[config.mk]
export PLATFORM = sky130hd
export DESIGN_NAME = rom_arbiter
export DESIGN_NICKNAME = d
export VERILOG_FILES = /design/src/rtl/rom_arbiter.sv
export SDC_FILE = /design/constraint.sdc
export NUM_CORES = 1
export LEC_CHECK = 0
export BUFFER_PORTS_ARGS = -buffer_cell sky130_fd_sc_hd__buf_2
export CAP_MARGIN = 0
export CORE_ASPECT_RATIO = 0.7
export CORE_MARGIN = 2
export CORE_UTILIZATION = 35
export CTS_CLUSTER_SIZE = 30
export DETAILED_ROUTE_END_ITERATION = 8
export GPL_ROUTABILITY_DRIVEN = 0
export PLACE_DENSITY = 0.86
export SETUP_SLACK_MARGIN = 0.2
export SYNTH_ARGS = -nofsm -noshare
export SYNTH_HDL_FRONTEND = slang
export SYNTH_SLANG_ARGS = --single-unit
[constraint.sdc]
create_clock -name i_clk -period 1.2 [get_ports i_clk]
set_input_delay 0.24 -clock i_clk [delete_from_list [all_inputs] [get_ports i_clk]]
set_output_delay 0.24 -clock i_clk [all_outputs]
set_load 0.01 [all_outputs]
[src/rtl/rom_arbiter.sv]
// Two-port arbiter for a single-port synchronous-read ROM; one grant per cycle, 1-cycle read return.
// Optional grant counters are enabled with ROM_ARBITER_PERF_EN.
module rom_arbiter #(
    parameter int ADDR_W     = 10,
    parameter int DATA_W     = 16,
    parameter int FIXED_PRIO = 0
) (
    input  logic              i_clk,
    input  logic              i_rst_n,
`ifdef ROM_ARBITER_PERF_EN
    input  logic              i_cnt_clr,
    output logic [15:0]       o_gnt_cnt0,
    output logic [15:0]       o_gnt_cnt1,
`endif
    input  logic              i_req0,
    input  logic [ADDR_W-1:0] i_addr0,
    output logic              o_gnt0,
    output logic              o_rvalid0,
    input  logic              i_req1,
    input  logic [ADDR_W-1:0] i_addr1,
    output logic              o_gnt1,
    output logic              o_rvalid1,
    output logic [DATA_W-1:0] o_rdata,
    output logic [ADDR_W-1:0] o_rom_addr,
    input  logic [DATA_W-1:0] i_rom_data
);

    logic              last;      // port served by the most recent grant
    logic              inflight;
    logic              tag;
    logic [ADDR_W-1:0] held_addr;

    always_comb begin
        o_gnt0 = i_req0 && (!i_req1 || (FIXED_PRIO != 0) || last);
        o_gnt1 = i_req1 && !o_gnt0;
        if (o_gnt0)
            o_rom_addr = i_addr0;
        else if (o_gnt1)
            o_rom_addr = i_addr1;
        else
            o_rom_addr = held_addr;  // keep the ROM address stable while idle
    end

    always_ff @(posedge i_clk or negedge i_rst_n) begin
        if (!i_rst_n) begin
            last      <= 1'b1;
            inflight  <= 1'b0;
            tag       <= 1'b0;
            held_addr <= '0;
        end else begin
            inflight <= o_gnt0 || o_gnt1;
            if (o_gnt0 || o_gnt1) begin
                tag       <= o_gnt1;
                last      <= o_gnt1;
                held_addr <= o_rom_addr;
            end
        end
    end

    assign o_rvalid0 = inflight && !tag;
    assign o_rvalid1 = inflight && tag;
    assign o_rdata   = i_rom_data;

`ifdef ROM_ARBITER_PERF_EN
    always_ff @(posedge i_clk or negedge i_rst_n) begin
        if (!i_rst_n) begin
            o_gnt_cnt0 <= '0;
            o_gnt_cnt1 <= '0;
        end else if (i_cnt_clr) begin
            o_gnt_cnt0 <= '0;
            o_gnt_cnt1 <= '0;
        end else begin
            if (o_gnt0 && (o_gnt_cnt0 != '1))
                o_gnt_cnt0 <= o_gnt_cnt0 + 16'd1;
            if (o_gnt1 && (o_gnt_cnt1 != '1))
                o_gnt_cnt1 <= o_gnt_cnt1 + 16'd1;
        end
    end
`endif

endmodule

# After elaboration in Yosys (flattened, before gate mapping)
# Cells that the tools add are included.
# word_totals
reg_bits,13
inputBits,40
output_inout_bits,30
wordCells,15
# classes
mux,2
n_reduce_logical,9
# ops
cell,n
$mux 10,2
$logic_and 1x1->1,4
$logic_not 1->1,3
$logic_or 1x1->1,2

# Depth between registers and ports, before layout
# Gate-level depths: netlist (run 1).
# depth
ltp_word,7
depth_mapped,4
mapped_depth_nobuf,3

# Least setup slack after synthesis (run 1)
# Ideal clock, no wire load.
# synth_timing
path_type,register to output
startpoint,reg last
endpoint,out o_rom_addr[1]
arrival_time_ps,1013
t_required_ps,960
path_slack_ps,-53
path_stages_with_launch,5
n_path_buf,1
cell_sequence,dfstp_2 buf_2 and3_2 a31oi_1 o21ai_1
# synth_between
elab_chain_cells,6
# synth_lines
item,line,rtl
start: declaration,28,logic last;
start signal: assignment,54,last <= o_gnt1;
$logic_or 1x1->1 (*),34,o_gnt0 = i_req0 && (!i_req1 || (FIXED_PRIO != 0) || last);
$logic_and 1x1->1 (*),34,
$logic_not 1->1,35,o_gnt1 = i_req1 && !o_gnt0;
$logic_and 1x1->1,35,
$mux 10,38,else if (o_gnt1)
$mux 10 (*),36,if (o_gnt0)
end: declaration,24,"output logic [ADDR_W-1:0] o_rom_addr,"
# Every way passes the cells marked *; elsewhere a longest branch is shown, timed or not.

# Final worst setup path (run 1)
# layout_timing
startpoint,reg last
endpoint,out o_rom_addr[7]
# The elaborated chain is that of the path after synthesis.

==> results of run 1 <==
[flip-flops by register name (all words and copies together), names as in the netlist]
register,flops
held_addr,10
inflight,1
last,1
tag,1
[kinds of logic after synthesis]
| logic type | count (synthesis) | synth area share [%] |
|---|---|---|
| flip-flops | 13 | 36.76 |
| buffers and inverters | 26 | 20.70 |
| multiplexers | 10 | 11.27 |
| AND/OR/NAND/NOR | 15 | 10.71 |
| AO/OA/AOI/OAI | 33 | 20.56 |
[through the flow]
| stage | TNS (ns) | hold slack [ns] |
|---|---|---|
| detailed placement | -2.731 | 0.1460 |
| floorplan | -0.3982 | -0.05559 |
| global route | -7.249 | 0.2279 |
| global placement | -1.950 | 0.1464 |
| finish | -6.074 | 0.2263 |
| CTS | -5.961 | 0.2285 |
[cell usage in the layout, fill, tap and decap left out]
master	netlist	final
o21ai_1	21	21
nor2b_1	1	1
clkbuf_4	0	3
a21boi_2	0	1
dfstp_2	1	1
nand2_1	1	1
and2_1	1	1
and3_2	3	3
o21a_1	1	1
inv_1	3	1
dlygate4sd3_1	0	1
inv_2	0	2
buf_2	2	37
buf_6	3	1
or2_2	1	1
nand2_4	0	1
and3_1	7	5
and3_4	0	2
mux2i_1	10	10
dfrtp_1	12	12
clkbuf_1	1	1
buf_4	16	22
a31oi_1	10	5
a31oi_2	0	4
a31oi_4	0	1
[cells in the mapped netlist]
library cell,count
o21a_1,1
clkbuf_1,1
dfrtp_1,12
nand2_1,1
and3_1,7
dfstp_2,1
buf_6,3
nor2b_1,1
nand2_2,1
inv_1,3
o21ai_1,21
a21boi_0,1
buf_2,2
clkbuf_2,1
and3_2,3
buf_4,16
and2_1,1
mux2i_1,10
a31oi_1,10
or2_2,1
[worst max-delay path, stage by stage, from the launching register on]
cell	delay, ns
dfstp_2	0.58
buf_6	0.14
and3_4	0.19
a31oi_4	0.04
o21ai_1	0.11
buf_2	0.15
[timing repair]
action / CTS / global route
hold buffers: 1 / 0
hold endpoints to repair: 12 / 0
cloned: 0 / 0
resized for setup: 3 / 8
setup buffers: 6 / 0
setup endpoints to repair: 25 / 25
pin swaps: 2 / 1
[cell type report]
class | instances | area share (%)
timing repair buffer | 61 | 30.59
inverter | 3 | 0.9269
sequential | 13 | 26.88
multi-input combinational | 58 | 35.94
clock buffer | 4 | 2.163
tap | 34 | 3.502
[worst min path at each step]
| stage | from | end | slack, ns | depth (start not counted) |
|---|---|---|---|---|
| finish | i_addr1[1] | held_addr[1]$_DFFE_PN0P_ | 0.23 | 3 |
| global route | i_addr1[9] | held_addr[9]$_DFFE_PN0P_ | 0.23 | 3 |
| CTS | i_addr1[1] | held_addr[1]$_DFFE_PN0P_ | 0.23 | 3 |
| detailed placement | i_rst_n | inflight$_DFF_PN0_ | 0.15 | 1 |
| global placement | i_rst_n | tag$_DFFE_PN0P_ | 0.15 | 1 |
| floorplan | i_rst_n | held_addr[0]$_DFFE_PN0P_ | -0.06 | 0 |
[power breakdown]
group / internal [mW] / switching (mW)
Clock: 0.129 / 0.149
Sequential: 0.498 / 0.0214
Combinational: 0.255 / 0.245
[per-layer routing]
metal | vias to the layer above | routed length (um) | GRT usage (%)
met1 | 414 | 946 | 16.94
met5 | - | 0 | 0
met2 | 21 | 1179 | 30.00
met4 | 0 | 4 | 5.532
li1 | 415 | - | -
met3 | 2 | 150 | 4.645
==> summary.txt, run 1 <==
cell row count: 15
Yosys top cell by area: dfrtp_1
Die W: 64.22 um
CORE AREA: 2440 um^2
WL/cell: 13.18 um
clock root buffer master: clkbuf_4
Mapped Avg Cell Area: 9.158 um^2
# DRC: 0
RR Startpoint: last$_DFFE_PN1P_
layout cell share with drive strength beyond 1: 56.83%
PD cells: 1067 nW/um^2
Worst Path Required: 0.96 ns
area delta synth->final: 36.76%
dpl ws: -0.2804 ns
post-layout minimum cycle time: 1.720 ns
Initial Util: 36.41%
Vias/cell: 4.925
R2R cell count: 9
Reg2Reg Setup Slack: -0.51 ns
Hold Fails Final Rpt: 0
die area: 2964 um^2
Least-Margin Pin Slew: 0.4364 ns
Seq/Total Area, Yosys: 36.76%
first-pass GRT wire length: 3470 um
RSZ-0062 raised after global routing: true
Num CTS Buffers: 3
synth unique cells: 20
Chip Height: 46.15 um
cells after synthesis: 97
fillers: 235
CTS Buffer Depth: 2
Inserted Diodes: 0
Max-Cap Viols: 0
WL final: 2281 um
Peak VDD IR: 0.0003010 V
Multi-input gate area: 436.7 um^2
Synth Warn #: 0
fmax: 581.5 MHz
Iteration-0 DRC Markers: 37
Final ANT Viol Nets: 0
max_slew headroom: 70.91%
synthesized cell area: 888.4 um^2
Period Utilization, post-route: 143.3%
Critical Path End: o_rom_addr[7]
number of H-tree levels: 1
endpoints failing setup: 13
Post-Syn Nets: 137
port buffer count: 37
nets@finish: 180
reg-to-reg endpoint: held_addr[7]$_DFFE_PN0P_
initial antenna violation count: 0
post-route cell area: 1215 um^2
crit path launch type: flip-flop
fin util: 49.79%
crit path max fanout: 8
post-placement cell area: 1075 um^2
FF+latch area: 326.6 um^2
CTS tree: done
Pwr Total: 1.296 mW
CTS clk-pin slew, worst paths: 0.09 ns
number of I/O pins: 70
vias: 852
ranking of synthesized cells by area: dfrtp_1 (34%), buf_4 (14%), o21ai_1 (12%)
Final Max Slew Viols: 0
total track usage: 15.65%
failing checks: setup timing
Crit Path Class: flip-flop to output pin
worst skew pair latency: 0.28 ns
Worst Hold Class: input pin to flip-flop
Clock Skew: 0.005195 ns
Pleak: 0.6206 nW
largest net degree at the start of global routing: 24
placed cells: 162
#FFs+latches synth: 13
post-synth top area share: 33.80%
status: complete, but fails checks
Final WS setup: -0.5198 ns
critical path arrival: 1.48 ns
Worst Setup SP: last$_DFFE_PN1P_
Final HPWL DP: 1569 um
global route total overflow: 0
Setup crit end kind: output pin
vias in the first global route: 821
drt first pass iters: 4
CTS sink count: 13
Finished Layout Cells: 173
Power figures use the tool's default switching activity.
==> run 2, diff against run 1 <==
Settings changed: CELL_PAD_IN_SITES_DETAIL_PLACEMENT set to 1, CELL_PAD_IN_SITES_GLOBAL_PLACEMENT set to 2, CORE_UTILIZATION 35 to 18.
==> run 2 against run 1 <==
  * The run still ends with setup timing left
  * Fmax up 2.6%
  * Register-to-register slack better by 0.45 ns
  * Global-route usage down 6.1 points
  * Wire length up 13%
  * Core utilization down 22 points
  * Via count down 1.5%
  * Cell count up 19%
  * Clock skew down 0.0019 ns
  * Worst hold slack better by 0.042 ns
  * Worst setup slack better by 0.043 ns
  * Largest power group unchanged
  * Highest routed layer unchanged
==> summary.txt, run 2 (synthesis gave the netlist of run 1 again) <==
global route total overflow: 0 (unchanged)
Pleak: 0.6290 nW (+1.4%)
most frequent cells in the layout: buf_2 (37), o21ai_1 (20), buf_4 (18), dfrtp_1 (12), mux2i_1 (10)
Chip Height: 62.78 um (+36%)
worst skew pair latency: 0.24 ns (-0.04 ns)
clock root buffer master: clkbuf_8
total track usage: 9.583% (-6.1 points)
RSZ-0062 raised after global routing: true
fmax: 596.4 MHz (+2.6%)
number of I/O pins: 70 (unchanged)
max_slew headroom: 67.27% (-3.6 points)
RR Startpoint: last$_DFFE_PN1P_
Hold Fails Final Rpt: 0 (unchanged)
Final Max Slew Viols: 0 (unchanged)
die area: 5522 um^2 (+86%)
# DRC: 0 (unchanged)
initial antenna violation count: 0 (unchanged)
Setup crit end kind: output pin
post-layout minimum cycle time: 1.677 ns (-0.04309 ns)
commonest non-fill, non-tap cell in the layout: buf_2
Crit Path Class: flip-flop to output pin
Reg2Reg Setup Slack: -0.06 ns (+0.45 ns)
Peak VDD IR: 0.0003068 V (+1.9%)
Worst Path Required: 0.96 ns (about the same)
critical path arrival: 1.44 ns (-0.04 ns)
Final ANT Viol Nets: 0 (unchanged)
Initial Util: 18.68% (-18 points)
WHS: 0.2684 ns (+0.04214 ns)
area delta synth->final: 46.34%
reg-to-reg endpoint: held_addr[7]$_DFFE_PN0P_
Final HPWL DP: 1955 um (+25%)
port buffer count: 37 (unchanged)
vias in the first global route: 866 (+5.5%)
number of H-tree levels: 1 (unchanged)
crit path launch type: flip-flop
PD cells: 1094 nW/um^2 (+2.5%)
crit path max fanout: 6 (-2)
nets@finish: 178 (-1.1%)
drt first pass iters: 4 (unchanged)
Inserted Diodes: 0 (unchanged)
Max-Cap Viols: 0 (unchanged)
Iteration-0 DRC Markers: 19 (-49%)
first-pass GRT wire length: 4022 um (+16%)
Vias/cell: 4.073 (-17%)
CTS Buffer Depth: 2 (unchanged)
WL final: 2571 um (+13%)
largest net degree at the start of global routing: 23 (-4.2%)
Final WS setup: -0.4767 ns (+0.04309 ns)
CORE AREA: 4756 um^2 (+95%)
Num CTS Buffers: 3 (unchanged)
WL/cell: 12.48 um (-5.3%)
endpoints failing setup: 13 (unchanged)
post-placement cell area: 1154 um^2 (+7.3%)
Pwr Total: 1.422 mW (+9.7%)
R2R cell count: 4 (-5)
Hold Path Sink: held_addr[9]$_DFFE_PN0P_
CTS clk-pin slew, worst paths: 0.06 ns (-0.03 ns)
max FFs per register: 10 (unchanged)
cell row count: 21 (+6)
layout cell share with drive strength beyond 1: 58.39% (+1.6 points)
CTS tree: done
Worst Hold Class: input pin to flip-flop
status: complete, but fails checks
failing checks: setup timing
HP Start: i_addr1[9]
post-route cell area: 1300 um^2 (+7.0%)
Die W: 87.97 um (+37%)
Period Utilization, post-route: 139.7% (-3.6 points)
Least-Margin Pin Slew: 0.4910 ns (+0.05456 ns)
CTS sink count: 13 (unchanged)
vias: 839 (-1.5%)
dpl ws: -0.2517 ns (+0.02868 ns)
fillers: 580 (+150%)
Clock Skew: 0.003291 ns (-0.001903 ns)
hold path depth: 3 (unchanged)
Reg with most FFs: held_addr
==> run 2: per-layer routing <==
layer  vias up  share of wire (%)  GRT usage, %
li1        416                  -             -
met1       390                 47         12.33
met2        31                 46         14.30
met3         2                7.3         5.152
met4         0               0.27         1.731
met5         -                  0             0
==> run 2: cell type report <==
cell class              count  area (um^2)  area share [%]
clock buffers               4        45.04           3.465
multi-input cells          58        457.9           35.23
flip-flops and latches     13        326.6           25.12
well taps                  69        86.33           6.641
repair buffers             59        372.9           28.68
inverters                   3        11.26          0.8662
==> run 2: what timing repair did <==
item,in CTS,in global routing
endpoints found under the hold margin,12,0
hold buffers,1,0
setup endpoints to repair,25,25
setup buffers,1,0
pin swaps,1,1
gates resized for setup,7,8
==> run 2: metrics by stage <==
stage                     utilization (%)  instances  setup TNS [ns]
after floorplan                         -         97         -0.3982
after global placement              24.26        200          -2.165
after detailed placement            24.26        200          -2.541
after CTS                           26.44        206          -5.314
after global routing                27.33        206          -6.529
final                               27.33        206          -5.216
==> run 2: critical path, stage by stage (launching register included) <==
cell and delay, ns:
dfstp_2 0.58, buf_6 0.13, and3_4 0.17, a31oi_2 0.04, o21ai_1 0.12, buf_2 0.15
==> run 2: worst max-delay path by stage <==
stage / startpoint / endpoint / slack, ns / cells after the start
after detailed placement: last$_DFFE_PN1P_ / o_rom_addr[3] / -0.25 / 4
final: last$_DFFE_PN1P_ / o_rom_addr[3] / -0.48 / 5
after floorplan: last$_DFFE_PN1P_ / o_rom_addr[2] / -0.05 / 4
after global placement: last$_DFFE_PN1P_ / o_rom_addr[3] / -0.22 / 4
after global routing: last$_DFFE_PN1P_ / o_rom_addr[9] / -0.57 / 4
after CTS: last$_DFFE_PN1P_ / o_rom_addr[2] / -0.48 / 4
==> run 2: power breakdown <==
group	switching, mW	total [mW]	internal [mW]
logic	0.247	0.501	0.254
registers	0.0225	0.522	0.499
clock network	0.164	0.399	0.235
